<file path="config.mk">
export PLATFORM = sky130hd
export DESIGN_NAME = regfile_alu_engine
export DESIGN_NICKNAME = d
export VERILOG_FILES = /design/src/rtl/regfile_alu_engine.sv
export SDC_FILE = /design/constraint.sdc
export NUM_CORES = 1
export LEC_CHECK = 0
export CORE_ASPECT_RATIO = 1.5
export CORE_MARGIN = 2
export CORE_UTILIZATION = 60
export DETAILED_ROUTE_END_ITERATION = 7
export GPL_TIMING_DRIVEN = 0
export PLACE_DENSITY = 0.77
export SYNTH_ARGS = -nofsm -noshare
export SYNTH_HDL_FRONTEND = slang
export SYNTH_SLANG_ARGS = --single-unit
</file>
<file path="constraint.sdc">
create_clock -name clk -period 7 [get_ports clk]
set_input_delay 1.05 -clock clk [delete_from_list [all_inputs] [get_ports clk]]
set_output_delay 1.05 -clock clk [all_outputs]
set_load 0.02 [all_outputs]
</file>
<file path="src/rtl/regfile_alu_engine.sv">
// Button-driven regfile/LFSR/ALU datapath: FILL loads the array from a Galois LFSR,
// then each op press computes R[p+2] <= R[p] op R[p+1]. Optional macro: ALU_FLAGS_EN.
module regfile_alu_engine #(
    parameter int               WIDTH     = 16,
    parameter int               NREG      = 32,
    parameter logic [WIDTH-1:0] LFSR_TAPS = 16'hB400,
    parameter logic [WIDTH-1:0] LFSR_SEED = 16'h0001
) (
    input  logic                    clk,
    input  logic                    rst,
    input  logic [3:0]              op_btn,
    input  logic                    mode_btn,
    output logic                    busy,
    output logic [1:0]              state_o,
    output logic [$clog2(NREG)-1:0] ptr_o,
    output logic [WIDTH-1:0]        disp_data,
    output logic                    disp_valid,
`ifdef ALU_FLAGS_EN
    output logic [3:0]              flags,
`endif
    input  logic [$clog2(NREG)-1:0] dbg_addr,
    output logic [WIDTH-1:0]        dbg_data
);
    localparam int AW = $clog2(NREG);
    localparam logic [WIDTH-1:0] SEED = (LFSR_SEED == '0) ? WIDTH'(1) : LFSR_SEED;

    typedef enum logic [1:0] {FILL = 2'd0, WAIT_OP = 2'd1, EXEC = 2'd2, WRITE = 2'd3} state_t;

    state_t           state_reg, state_next;
    logic [WIDTH-1:0] regs [NREG];
    logic [AW-1:0]    fill_ptr_reg, p_reg, p_inc1, p_inc2;
    logic [WIDTH-1:0] lfsr_reg, lfsr_next, res_reg;
    logic [1:0]       op_reg, op_idx;
    logic [3:0]       op_btn_q, op_press;
    logic             mode_btn_q, mode_press;
    logic             fill_restart, op_accept;
    logic             wr_en;
    logic [AW-1:0]    wr_addr;
    logic [WIDTH-1:0] wr_data;
    logic [WIDTH-1:0] alu_a, alu_b, alu_res;

    assign op_press   = op_btn & ~op_btn_q;
    assign mode_press = mode_btn & ~mode_btn_q;
    assign p_inc1     = p_reg + AW'(1);
    assign p_inc2     = p_reg + AW'(2);
    assign lfsr_next  = lfsr_reg[0] ? ((lfsr_reg >> 1) ^ LFSR_TAPS) : (lfsr_reg >> 1);

    assign busy     = (state_reg != WAIT_OP);
    assign state_o  = state_reg;
    assign ptr_o    = p_reg;
    assign dbg_data = regs[dbg_addr];

    always_comb begin
        op_idx = '0;
        for (int i = 0; i < 4; i++) begin
            if (op_press[i]) op_idx = 2'(i);
        end
    end

    // Mode press always wins; a restart cycle writes nothing and rewinds fill_ptr.
    always_comb begin
        state_next   = state_reg;
        fill_restart = 1'b0;
        op_accept    = 1'b0;
        case (state_reg)
            FILL: begin
                if (mode_press) fill_restart = 1'b1;
                else if (fill_ptr_reg == AW'(NREG - 1)) state_next = WAIT_OP;
            end
            WAIT_OP: begin
                if (mode_press) begin
                    fill_restart = 1'b1;
                    state_next   = FILL;
                end else if ($onehot(op_press)) begin
                    op_accept  = 1'b1;
                    state_next = EXEC;
                end
            end
            EXEC:    state_next = WRITE;
            WRITE:   state_next = WAIT_OP;
            default: state_next = FILL;
        endcase
    end

    always_comb begin
        alu_a = regs[p_reg];
        alu_b = regs[p_inc1];
        case (op_reg)
            2'd0:    alu_res = alu_a + alu_b;
            2'd1:    alu_res = alu_a - alu_b;
            2'd2:    alu_res = alu_a & alu_b;
            default: alu_res = alu_a | alu_b;
        endcase
    end

    // Single write port shared by FILL and WRITE.
    always_comb begin
        wr_en   = 1'b0;
        wr_addr = fill_ptr_reg;
        wr_data = lfsr_reg;
        if (state_reg == FILL && !fill_restart) begin
            wr_en = 1'b1;
        end else if (state_reg == WRITE) begin
            wr_en   = 1'b1;
            wr_addr = p_inc2;
            wr_data = res_reg;
        end
    end

    always_ff @(posedge clk) begin
        if (wr_en && !rst) regs[wr_addr] <= wr_data;
    end

`ifdef ALU_FLAGS_EN
    logic [3:0] flags_next, flags_pend_reg;
    logic       a_msb, b_msb, r_msb, flag_c, flag_v;

    always_comb begin
        a_msb  = alu_a[WIDTH-1];
        b_msb  = alu_b[WIDTH-1];
        r_msb  = alu_res[WIDTH-1];
        flag_c = 1'b0;
        flag_v = 1'b0;
        case (op_reg)
            2'd0: begin
                flag_c = (a_msb & b_msb) | ((a_msb ^ b_msb) & ~r_msb);
                flag_v = (a_msb == b_msb) && (r_msb != a_msb);
            end
            2'd1: begin
                flag_c = (alu_a >= alu_b);
                flag_v = (a_msb != b_msb) && (r_msb != a_msb);
            end
            default: ;
        endcase
        flags_next = {r_msb, (alu_res == '0), flag_c, flag_v};
    end

    always_ff @(posedge clk) begin
        if (rst) begin
            flags_pend_reg <= '0;
            flags          <= '0;
        end else begin
            if (state_reg == EXEC)  flags_pend_reg <= flags_next;
            if (state_reg == WRITE) flags          <= flags_pend_reg;
        end
    end
`endif

    always_ff @(posedge clk) begin
        if (rst) begin
            state_reg    <= FILL;
            fill_ptr_reg <= '0;
            p_reg        <= '0;
            lfsr_reg     <= SEED;
            disp_data    <= '0;
            disp_valid   <= 1'b0;
            op_btn_q     <= '1;
            mode_btn_q   <= 1'b1;
            op_reg       <= '0;
            res_reg      <= '0;
        end else begin
            state_reg  <= state_next;
            op_btn_q   <= op_btn;
            mode_btn_q <= mode_btn;
            disp_valid <= 1'b0;
            if (fill_restart) begin
                fill_ptr_reg <= '0;
            end else if (state_reg == FILL) begin
                fill_ptr_reg <= fill_ptr_reg + AW'(1);
                lfsr_reg     <= lfsr_next;
            end
            if (op_accept) op_reg <= op_idx;
            if (state_reg == EXEC) res_reg <= alu_res;
            if (state_reg == WRITE) begin
                disp_data  <= res_reg;
                disp_valid <= 1'b1;
                p_reg      <= p_inc1;
            end
        end
    end
endmodule
</file>
==> metrics.txt <==
most common flop cell mapped by yosys edfxtp_1; Final Instance Area around 36000 um^2; Critical Path AT between 5 and 6 ns; Critical Path Fanout Max 10; Post-CTS Hold Fix Bufs 0; status complete, but fails checks; class of the worst hold path reg -> reg; synth unique cells 69; R2R Path Start ptr_o[1]; WHS Endpoint lfsr_reg[1]; Remaining DRCs 0; Final WS setup a little under 0.05 ns; WL met1 roughly 34000 um; Hold Path Depth 2; Fin. Hold Viols 0; Post-Synthesis Net Count between 1500 and 2000; Hold Startpoint lfsr_reg[2]; fin nets roughly 2000; R2R cell count 20; DP HPWL 83300 um; Post-Route WL between 100000 and 150000 um; root buffer cell clkbuf_16; failing checks capacitance limit, slew limit; mapped cell area 32200 um^2; CTS Sinks just under 600; P per Cell Area 215 nW/um^2; Area growth, synth to finish 12.4%; Worst slew margin -13.2%; metal3 WL 18300 um; maximum clock insertion buffer count 3; layout cells sized above 1 a little over a third; worst-margin pin slew 1.69 ns; initial antenna violation count 2; Cells after Synth roughly 1800; Placeable Area approximately 53000 um^2; static leakage approximately 11 nW; via count between 20000 and 25000; DR top layer met5; Seq cells post-synth between 500 and 600; Tmin final a little under 7 ns; register area ~17000 um^2; Tot GR Track Use about 45%; RR Endpoint res_reg[14]; GPL Wtd Cong 0.999; Seq/Total Area, Yosys 52.3%; Filler cells around 3500; Avg Cell Area, Syn ~17 um^2; share of the clock period used by the worst path after layout 99.3%; WL per Instance 44.4 um; EDFF count, synth 512; crit path kind in -> out; # Max-Cap Violations 3; area post-placement 34400 um^2; Worst Path Required 5.95 ns; DRT Pass-1 Iters 6; Synth warnings 0; pin count of the biggest net entering global routing 33; setup TNS 0 ns; CTS tree done; global-route wire length before repair roughly 170000 um; Largest register FFs ~500; number of port buffers 47; # rows approximately 100; Setup Slack @ Placement -0.550 ns; num ports 53; initial drt markers between 4000 and 5000; Die H between 200 and 300 um; Setup Skew about 0.036 ns; Setup-failing EPs final 0; Die ar. 55600 um^2; Multi-input gate area 14900 um^2; Clock Pin Slew Worst Setup and Hold Paths 0.06 ns; Initial Util 60.4%; Most flops, register regs; vias in the first global route about 22000; RSZ-0062 raised after global routing false; global route overflow 0; Worst setup SP type input port; cts bufs inserted between 50 and 60; VDD IR max 0.000225 V; Worst-Skew Late Latency roughly 0.67 ns; Die W 193 um; # H-tree levels 2; FMAX about 0.14 GHz; Vias/cell 8.24; Reg2Reg Setup Slack about 0.10 ns; met2 WL ~53000 um; post-route antenna net violation count 0; Slew Limit Fails 26; critical path endpoint category output pin; asr flop ratio synth 0%
[through the flow]
step,utilization (%),total power [mW],hold slack [ns],instances
6_report,67.8,7.78,0.474,2713
5_1_grt,67.8,7.90,0.497,2712
4_1_cts,67.7,7.70,0.473,2712
3_5_place_dp,64.5,4.90,0.461,2611
3_3_place_gp,62.9,4.84,0.454,2584
2_1_floorplan,-,4.55,0.442,1848
[final cells by class]
type / count / area share [%]
tap: 689 / 2.38
buffer: 139 / 1.98
multi-input combinational: 1091 / 41.1
clock inverter: 23 / 0.332
clock buffer: 78 / 4.27
antenna: 1 / 0.00692
timing repair buffer: 77 / 3.06
sequential: 585 / 46.5
inverter: 30 / 0.311
[synthesized netlist by cell type, types with 26 or more instances]
cell / count / area, um^2
edfxtp_1: 512 / 15400
mux4_2: 442 / 9950
nor2_1: 124 / 465
nand2_1: 105 / 394
dfxtp_1: 73 / 1460
clkbuf_1: 72 / 270
mux2_2: 50 / 563
a21oi_1: 49 / 245
mux2i_1: 46 / 460
buf_1: 34 / 128
ha_1: 29 / 363
inv_1: 28 / 105
xnor2_1: 26 / 228
[critical path, stage by stage]
cell             delay (ns)
clkbuf_1               0.73
clkbuf_1               1.13
buf_1                  1.11
mux4_2                 0.46
mux4_2                 0.47
mux2_2                 0.35
clkdlybuf4s50_1        0.57
[cells in the final DEF (no fill, tap or decap), types with 11 or more instances in the layout]
cell type        instances
clkdlybuf4s50_1         47
mux2_2                  50
inv_1                   28
mux2i_1                 45
nand3_1                 13
clkbuf_16               58
maj3_1                  12
nor3_1                  15
buf_12                  15
buf_1                   21
ha_1                    29
edfxtp_1               512
a21oi_1                 48
nor2_4                  32
clkbuf_1                80
mux4_2                 442
clkinv_1                13
buf_16                  12
o21ai_0                 23
nor2_1                  92
buf_2                   25
xnor2_1                 25
a211oi_1                15
mux4_1                  11
clkbuf_2                13
xor2_1                  15
nand2_1                105
dfxtp_1                 73
[timing repair]
item	4_1_cts	5_1_grt
resized for setup	9	18
setup buffers	0	0
setup endpoints to repair	5	6
[logic make-up (layout without fill, tap and decap cells)]
logic type               after synthesis  after routing  synth area share, %
AO/OA/AOI/OAI                        158            158                 3.46
multiplexers                         549            549                 35.0
flip-flops                           585            585                 52.3
XOR/XNOR                              42             42                 1.14
adder cells (fa/ha/maj)               43             43                 1.62
other                                  0              1                    0
AND/OR/NAND/NOR                      299            299                 4.03
buffers and inverters                172            347                 2.48
[where the power goes]
part | internal, mW | switching [mW]
combinational | 0.355 | 0.592
sequential | 3.89 | 0.0399
clock | 1.53 | 1.37
[worst max-delay path by stage]
stage	slack (ns)	end	from	cells after the start
6_report	0.05	dbg_data[5]	dbg_addr[0]	7
3_3_place_gp	-0.79	res_reg[15]	ptr_o[1]	21
3_5_place_dp	-0.55	res_reg[15]	ptr_o[1]	22
2_1_floorplan	1.79	res_reg[14]	register	19
5_1_grt	0.02	res_reg[15]	ptr_o[1]	21
4_1_cts	0.0003	res_reg[15]	ptr_o[1]	22
[routing by layer]
metal	vias to the layer above	global-route usage, %
met5	-	0.716
met4	4	40.3
met3	759	16.0
met2	2359	65.6
met1	11143	51.3
li1	8080	-
(Power assumes the default switching activity.)
